==> src/rtl/decimal_value_entry.sv <==
// Keypad entry of a two-digit decimal preset (0..MAX_VALUE) committed with a one-cycle load strobe.
// Optional idle-timeout discard of partial entries is built when ENTRY_TIMEOUT_EN is defined.
module decimal_value_entry #(
  parameter int unsigned MAX_VALUE      = 99,
  parameter int unsigned TIMEOUT_CYCLES = 50000000
) (
  input  logic       clk,
  input  logic       reset,
  input  logic       key_valid,
  input  logic [3:0] key_code,
  output logic [6:0] value,
  output logic       load,
  output logic       err,
  output logic       timeout,
  output logic [3:0] dig_units,
  output logic [3:0] dig_tens,
  output logic [1:0] entry_len
);

  // State encoding doubles as the digit count shown on entry_len.
  typedef enum logic [1:0] {
    EMPTY = 2'd0,
    ONE   = 2'd1,
    TWO   = 2'd2
  } state_e;

  localparam logic [3:0] KEY_LAST_DIGIT = 4'h9;
  localparam logic [3:0] KEY_CLEAR      = 4'hA;
  localparam logic [3:0] KEY_ENTER      = 4'hB;
  localparam logic [6:0] MAX_VALUE_7    = 7'(MAX_VALUE);

  state_e     state_q, state_d;
  logic [3:0] units_q, units_d;
  logic [3:0] tens_q, tens_d;
  logic [6:0] value_q, value_d;
  logic       load_q, load_d;
  logic       err_q, err_d;

  logic       key_acc;
  logic       key_digit;
  logic       key_enter;
  logic [6:0] tens_7;
  logic [6:0] entry_v;
  logic       expire;

  // Codes 0xC-0xF are not key events at all: they neither edit nor rearm the idle timer.
  assign key_acc   = key_valid && (key_code <= KEY_ENTER);
  assign key_digit = key_acc && (key_code <= KEY_LAST_DIGIT);
  assign key_enter = key_acc && (key_code == KEY_ENTER);

  // tens*10 as shift-and-add; digits are 0..9 so the result never exceeds 99.
  assign tens_7  = {3'b000, tens_q};
  assign entry_v = (tens_7 << 3) + (tens_7 << 1) + {3'b000, units_q};

  // NOTE: every always_comb output gets a default first, so no path can infer a latch.
  always_comb begin
    state_d = state_q;
    units_d = units_q;
    tens_d  = tens_q;
    value_d = value_q;
    load_d  = 1'b0;
    err_d   = 1'b0;

    if (key_acc) begin
      case (state_q)
        EMPTY: begin
          if (key_digit) begin
            units_d = key_code;
            tens_d  = 4'd0;
            state_d = ONE;
          end
        end
        ONE, TWO: begin
          if (key_digit) begin
            tens_d  = units_q;
            units_d = key_code;
            state_d = TWO;
          end else begin
            if (key_enter) begin
              if (entry_v <= MAX_VALUE_7) begin
                value_d = entry_v;
                load_d  = 1'b1;
              end else begin
                err_d = 1'b1;
              end
            end
            units_d = 4'd0;
            tens_d  = 4'd0;
            state_d = EMPTY;
          end
        end
        default: begin
          units_d = 4'd0;
          tens_d  = 4'd0;
          state_d = EMPTY;
        end
      endcase
    end else if (expire) begin
      units_d = 4'd0;
      tens_d  = 4'd0;
      state_d = EMPTY;
    end
  end

  // NOTE: sequential state uses non-blocking assignments so all registers update from pre-edge values.
  always_ff @(posedge clk or posedge reset) begin
    if (reset) begin
      state_q <= EMPTY;
      units_q <= 4'd0;
      tens_q  <= 4'd0;
      value_q <= 7'd0;
      load_q  <= 1'b0;
      err_q   <= 1'b0;
    end else begin
      state_q <= state_d;
      units_q <= units_d;
      tens_q  <= tens_d;
      value_q <= value_d;
      load_q  <= load_d;
      err_q   <= err_d;
    end
  end

`ifdef ENTRY_TIMEOUT_EN
  localparam int unsigned      IDLE_W    = (TIMEOUT_CYCLES > 2) ? $clog2(TIMEOUT_CYCLES) : 1;
  localparam logic [IDLE_W-1:0] IDLE_LAST = IDLE_W'(TIMEOUT_CYCLES - 1);
  localparam logic [IDLE_W-1:0] IDLE_ONE  = IDLE_W'(1);

  logic [IDLE_W-1:0] idle_q, idle_d;
  logic              timeout_q;

  // A key in the expiry cycle rearms the timer instead of expiring.
  always_comb begin
    idle_d = idle_q;
    expire = 1'b0;
    if (key_acc || (state_q == EMPTY)) begin
      idle_d = '0;
    end else if (idle_q == IDLE_LAST) begin
      idle_d = '0;
      expire = 1'b1;
    end else begin
      idle_d = idle_q + IDLE_ONE;
    end
  end

  always_ff @(posedge clk or posedge reset) begin
    if (reset) begin
      idle_q    <= '0;
      timeout_q <= 1'b0;
    end else begin
      idle_q    <= idle_d;
      timeout_q <= expire;
    end
  end

  assign timeout = timeout_q;
`else
  // Without the timer the parameter has no consumer; keep it referenced for lint.
  localparam int unsigned timeout_unused = TIMEOUT_CYCLES;

  assign expire  = 1'b0;
  assign timeout = 1'b0;
`endif

  assign value     = value_q;
  assign load      = load_q;
  assign err       = err_q;
  assign dig_units = units_q;
  assign dig_tens  = tens_q;
  assign entry_len = state_q;

endmodule

==> config.mk <==
export PLATFORM = sky130hd
export DESIGN_NAME = decimal_value_entry
export DESIGN_NICKNAME = d
export VERILOG_FILES = /design/src/rtl/decimal_value_entry.sv
export SDC_FILE = /design/constraint.sdc
export NUM_CORES = 1
export LEC_CHECK = 0
export ABC_CLOCK_PERIOD_IN_PS = 5500
export CAP_MARGIN = 20
export CORE_AREA = 2 2 63 47
export DETAILED_ROUTE_END_ITERATION = 16
export DIE_AREA = 0 0 65 49
export PLACE_DENSITY_LB_ADDON = 0.15
export SLEW_MARGIN = 25
export SYNTH_ARGS = -nofsm -noshare
export SYNTH_HDL_FRONTEND = slang
export SYNTH_SLANG_ARGS = --single-unit
==> constraint.sdc <==
create_clock -name clk -period 5.5 [get_ports clk]
set_input_delay 1.1 -clock clk [delete_from_list [all_inputs] [get_ports clk]]
set_output_delay 1.1 -clock clk [all_outputs]
set_load 0.01 [all_outputs]
-- After elaboration in Yosys (flattened, before gate mapping)
Cells that the tools add are included.
- bitwise operators: 1
- add/sub/neg operators: 2
- mux-type cells: 19
- equal/unequal tests: 4
- reduce and logical (&&, ||, !) cells: 7
- $lt $le $gt $ge: 3
- operator list (cell ; count):
    $mux 4 ; 4
    $pmux 4 s2 ; 2
    $mux 1 ; 10
    $le 4x4->1 const B ; 2
    $add 7x4->7 ; 1
    $add 7x5->7 ; 1
    $le 7x7->1 const B ; 1
    $reduce_and 5->1 ; 1
    $eq 4x4->1 const B ; 1
    $mux 2 ; 2
    $pmux 2 s2 ; 1
    $logic_and 1x1->1 ; 3
    $eq 2x1->1 const B ; 1
    $eq 2x2->1 const B ; 1
    $logic_not 2->1 ; 1
    $ne 2x2->1 const B ; 1
    $reduce_and 2->1 ; 1
    $reduce_or 2->1 ; 1
    $not 1->1 ; 1
- bits in registers: 19
- output and inout port bits: 20

-- Longest topological paths before layout
- word-level depth: 8
- depth in mapped cells: 9
- gate-level depth less buffers: 9

-- Worst setup path after synthesis
No wires, ideal clock.
- path kind: register to register
- start point: reg units_q[3], in the netlist dig_units[3]
- end point: reg value_q[0], in the netlist value[0]
- data required time: 5.375 ns
- cell stages (with the launch flop): 9
- data arrival time: 2.426 ns
- path slack: 2.949 ns
- path through: dfrtp_1 -> inv_1 -> fa_1 -> fa_1 -> nand2b_1 -> a21oi_4 -> xor2_4 -> a21oi_4 -> mux2_4
- word-level cells in the longest chain between the ends: 3
- RTL lines (item ; line ; text):
    start: declaration ; 33 ; logic [3:0] units_q, units_d;
    start signal: assignment ; 116 ; units_q <= units_d;
    $add 7x4->7 ; 53 ; assign entry_v = (tens_7 << 3) + (tens_7 << 1) + {3'b000, units_q};
    $le 7x7->1 ; 80 ; if (entry_v <= MAX_VALUE_7) begin
    $reduce_and 5->1 (no line) ; n/a ;
    end signal: assignment ; 118 ; value_q <= value_d;
    end: declaration ; 35 ; logic [6:0] value_q, value_d;
Every way passes these cells.
A chain may end at the register's enable or synchronous reset.

-- Worst setup path after layout
Same ends and word-level chain as after synthesis.

==> out/results.txt <==
run status: finished clean
GR Overflow Total: 0
DR DRC count: 0
Mapped Avg Cell Area: 10.58 um^2
Synth warnings: 0
die height: 49 um
Pleak: 0.6538 nW
clk slew on worst S/H paths: 0.07 ns
Mapped Nets: 124
Ant. Diodes: 0
initial antenna violation count: 0
dpl ws: 2.636 ns
Internal: 0.4135 mW
final period utilization: 48.87%
Vias/cell: 4.988
Worst Setup End Kind: flop
cells after synthesis: 106
Final min period: 2.688 ns
drt first pass iters: 4
internal reg-to-reg setup slack: 2.81 ns
kind of critical path: reg2reg
worst setup margin: 2.812 ns
worst r2r src: dig_units[3]
number of DRC markers in iteration 0: 35
WL final: 2102 um
setup TNS: 0 ns
CTS Buf Count: 3
Hold WC Path Type: reg2reg
DP HPWL: 1652 um
Netlist Area Pre-Place: 1121 um^2
#FFs+latches synth: 19
overall die width: 65 um
worst hold start: value[5]
Crit path max-delay family: adder cells
die area: 3185 um^2
commonest non-fill, non-tap cell in the layout: clkdlybuf4s50_1
Tightest Pin Transition: 0.7543 ns
Ports: 27
Setup Viol. Count Final: 0
Slew HR: 49.18%
CTS HTree Levels: 1
clk buf depth: 2
placed insts: 165
Final Util: 55.20%
clock share of power: 14.4%
Worst Path Required: 5.64 ns
CP bufs+invs: 1
vias in the first global route: 801
Seq pwr share: 34.5%
CP Cell Sequence: inv_1, fa_1, fa_1, xnor2_1, nor3_2, nor3_4, a21oi_4, mux2_4
commonest non-fill, non-tap cells in the layout: 25 x clkdlybuf4s50_1, 19 x dfrtp_1, 15 x inv_1, 12 x nand2_1, 9 x ha_1
first-pass GRT wire length: 3719 um
Clock Sinks: 19
maximum VDD drop: 0.2203 mV
Final Hold Vio Count: 0
Post-Route Skew: 0.001351 ns
Fmax: 0.3720 GHz
per-cell routed wire length: 12.44 um
ANT nets after route: 0
critical path's slowest cell: fa_1
hold_buf cts: 0
combinational power share: 51.1%
Hold Path Sink: value[5]
Critical Path Fanout Max: 6
CP Launch Type: flop
RR Endpoint: value[0]
Worst-Skew Late Latency: 0.25 ns
port buffer count: 25
RSZ-0062 raised after global routing: false
crit path launch: dig_units[3]
post-CTS sizing: 0
Starting Density: 42.75%
CORE AREA: 2623 um^2
R2R cell count: 8
sequential area share after synthesis: 42.41%
sw frac: 37.83%
CP peak stage delay: 0.53 ns
gpl congestion: 0.8510
Area Overhead vs Synth: 29.13%
fin cells: 169
Cell variety after synth: 33
CP arrival: 2.83 ns
most frequent CP cell: fa_1
clk root buf: clkbuf_8
sw power: 0.2516 mW
layout cells sized above 1: 12.78%
CTS tree: yes
pwr dens: 459.4 nW/um^2
hold depth: 1
largest net degree at the start of global routing: 20
setup bufs post-CTS: 0
Total GRT Usage: 15.39%
max_cap viols: 0
Final Slew Violations: 0
# rows: 16
vias: 843
Layout Nets: 152
hold_ws: 0.5060 ns
[cells in the mapped netlist (all sizes together)]
library cell | n | area, um^2
a31oi | 1 | 6.260
a21o | 1 | 7.510
o22ai | 1 | 6.260
o21bai | 1 | 7.510
a21oi | 6 | 52.55
fa | 2 | 40.04
xnor2 | 1 | 8.760
nor3 | 3 | 31.28
xor2 | 1 | 27.53
o22a | 2 | 17.52
ha | 9 | 112.6
buf | 2 | 15.01
inv | 16 | 60.05
a211oi | 1 | 12.51
a22o | 2 | 17.52
o21ai | 7 | 35.03
nor3b | 1 | 12.51
nor2b | 1 | 6.260
nand2b | 1 | 6.260
o21a | 1 | 7.510
mux2 | 2 | 30.03
nand3 | 1 | 10.01
conb | 1 | 3.750
or3 | 1 | 7.510
dfrtp | 19 | 475.5
nor2 | 6 | 22.52
o21ba | 1 | 10.01
nand2 | 12 | 45.04
o2bb2ai | 3 | 26.28
[power groups by stage]
stage	clock (mW)	sequential (mW)	combinational, mW
after floorplan	0	0.247	0.182
after global placement	0	0.231	0.339
after detailed placement	0	0.232	0.341
after CTS	0.0976	0.231	0.345
after global routing	0.103	0.239	0.381
final	0.0958	0.229	0.340
[state kept, by name, indices dropped and copies added, names as in the netlist]
name and flops:
value 7, err 1, load 1, dig_tens 4
dig_units 4, entry_len 2
[how the worst max path moves through the flow]
stage	end	cells after the start	slack, ns
6_report	value[0]	8	2.81
3_5_place_dp	value[0]	6	2.64
2_1_floorplan	value[0]	8	2.95
4_1_cts	value[0]	8	2.79
5_1_grt	value[0]	8	2.60
3_3_place_gp	value[0]	6	2.67
[metal layers]
layer	share of wire, %	vias to the layer above	wire length, um	global-route usage [%]
met3	6.3	2	133	4.850
met4	0.38	0	8	1.773
met2	44	33	934	22.51
met1	49	401	1026	23.05
met5	0	-	0	0
li1	-	407	-	-
[through the flow]
step	power, mW	area (um^2)
global route	0.7231	1448
detailed placement	0.5730	1401
global placement	0.5700	1401
floorplan	0.4294	1121
CTS	0.6731	1448
finish	0.6651	1448
[area by class of cell]
type	instances	area, um^2
fill	234	1175
clock buffer	3	41.29
multi-input combinational	69	570.5
timing repair buffer	25	250.2
clock inverter	1	5.005
sequential	19	475.5
inverter	16	60.06
tap	36	45.04
[cell families after synthesis]
family | Yosys count | share of synthesized area [%]
other cells | 1 | 0.3345
mux | 2 | 2.679
fa+ha+maj | 11 | 13.62
compound gates | 27 | 18.42
simple gates | 26 | 12.61
buf+inv | 18 | 6.695
xor+xnor | 2 | 3.237
flops | 19 | 42.41
Note: power is estimated with default switching activity, not from simulation.
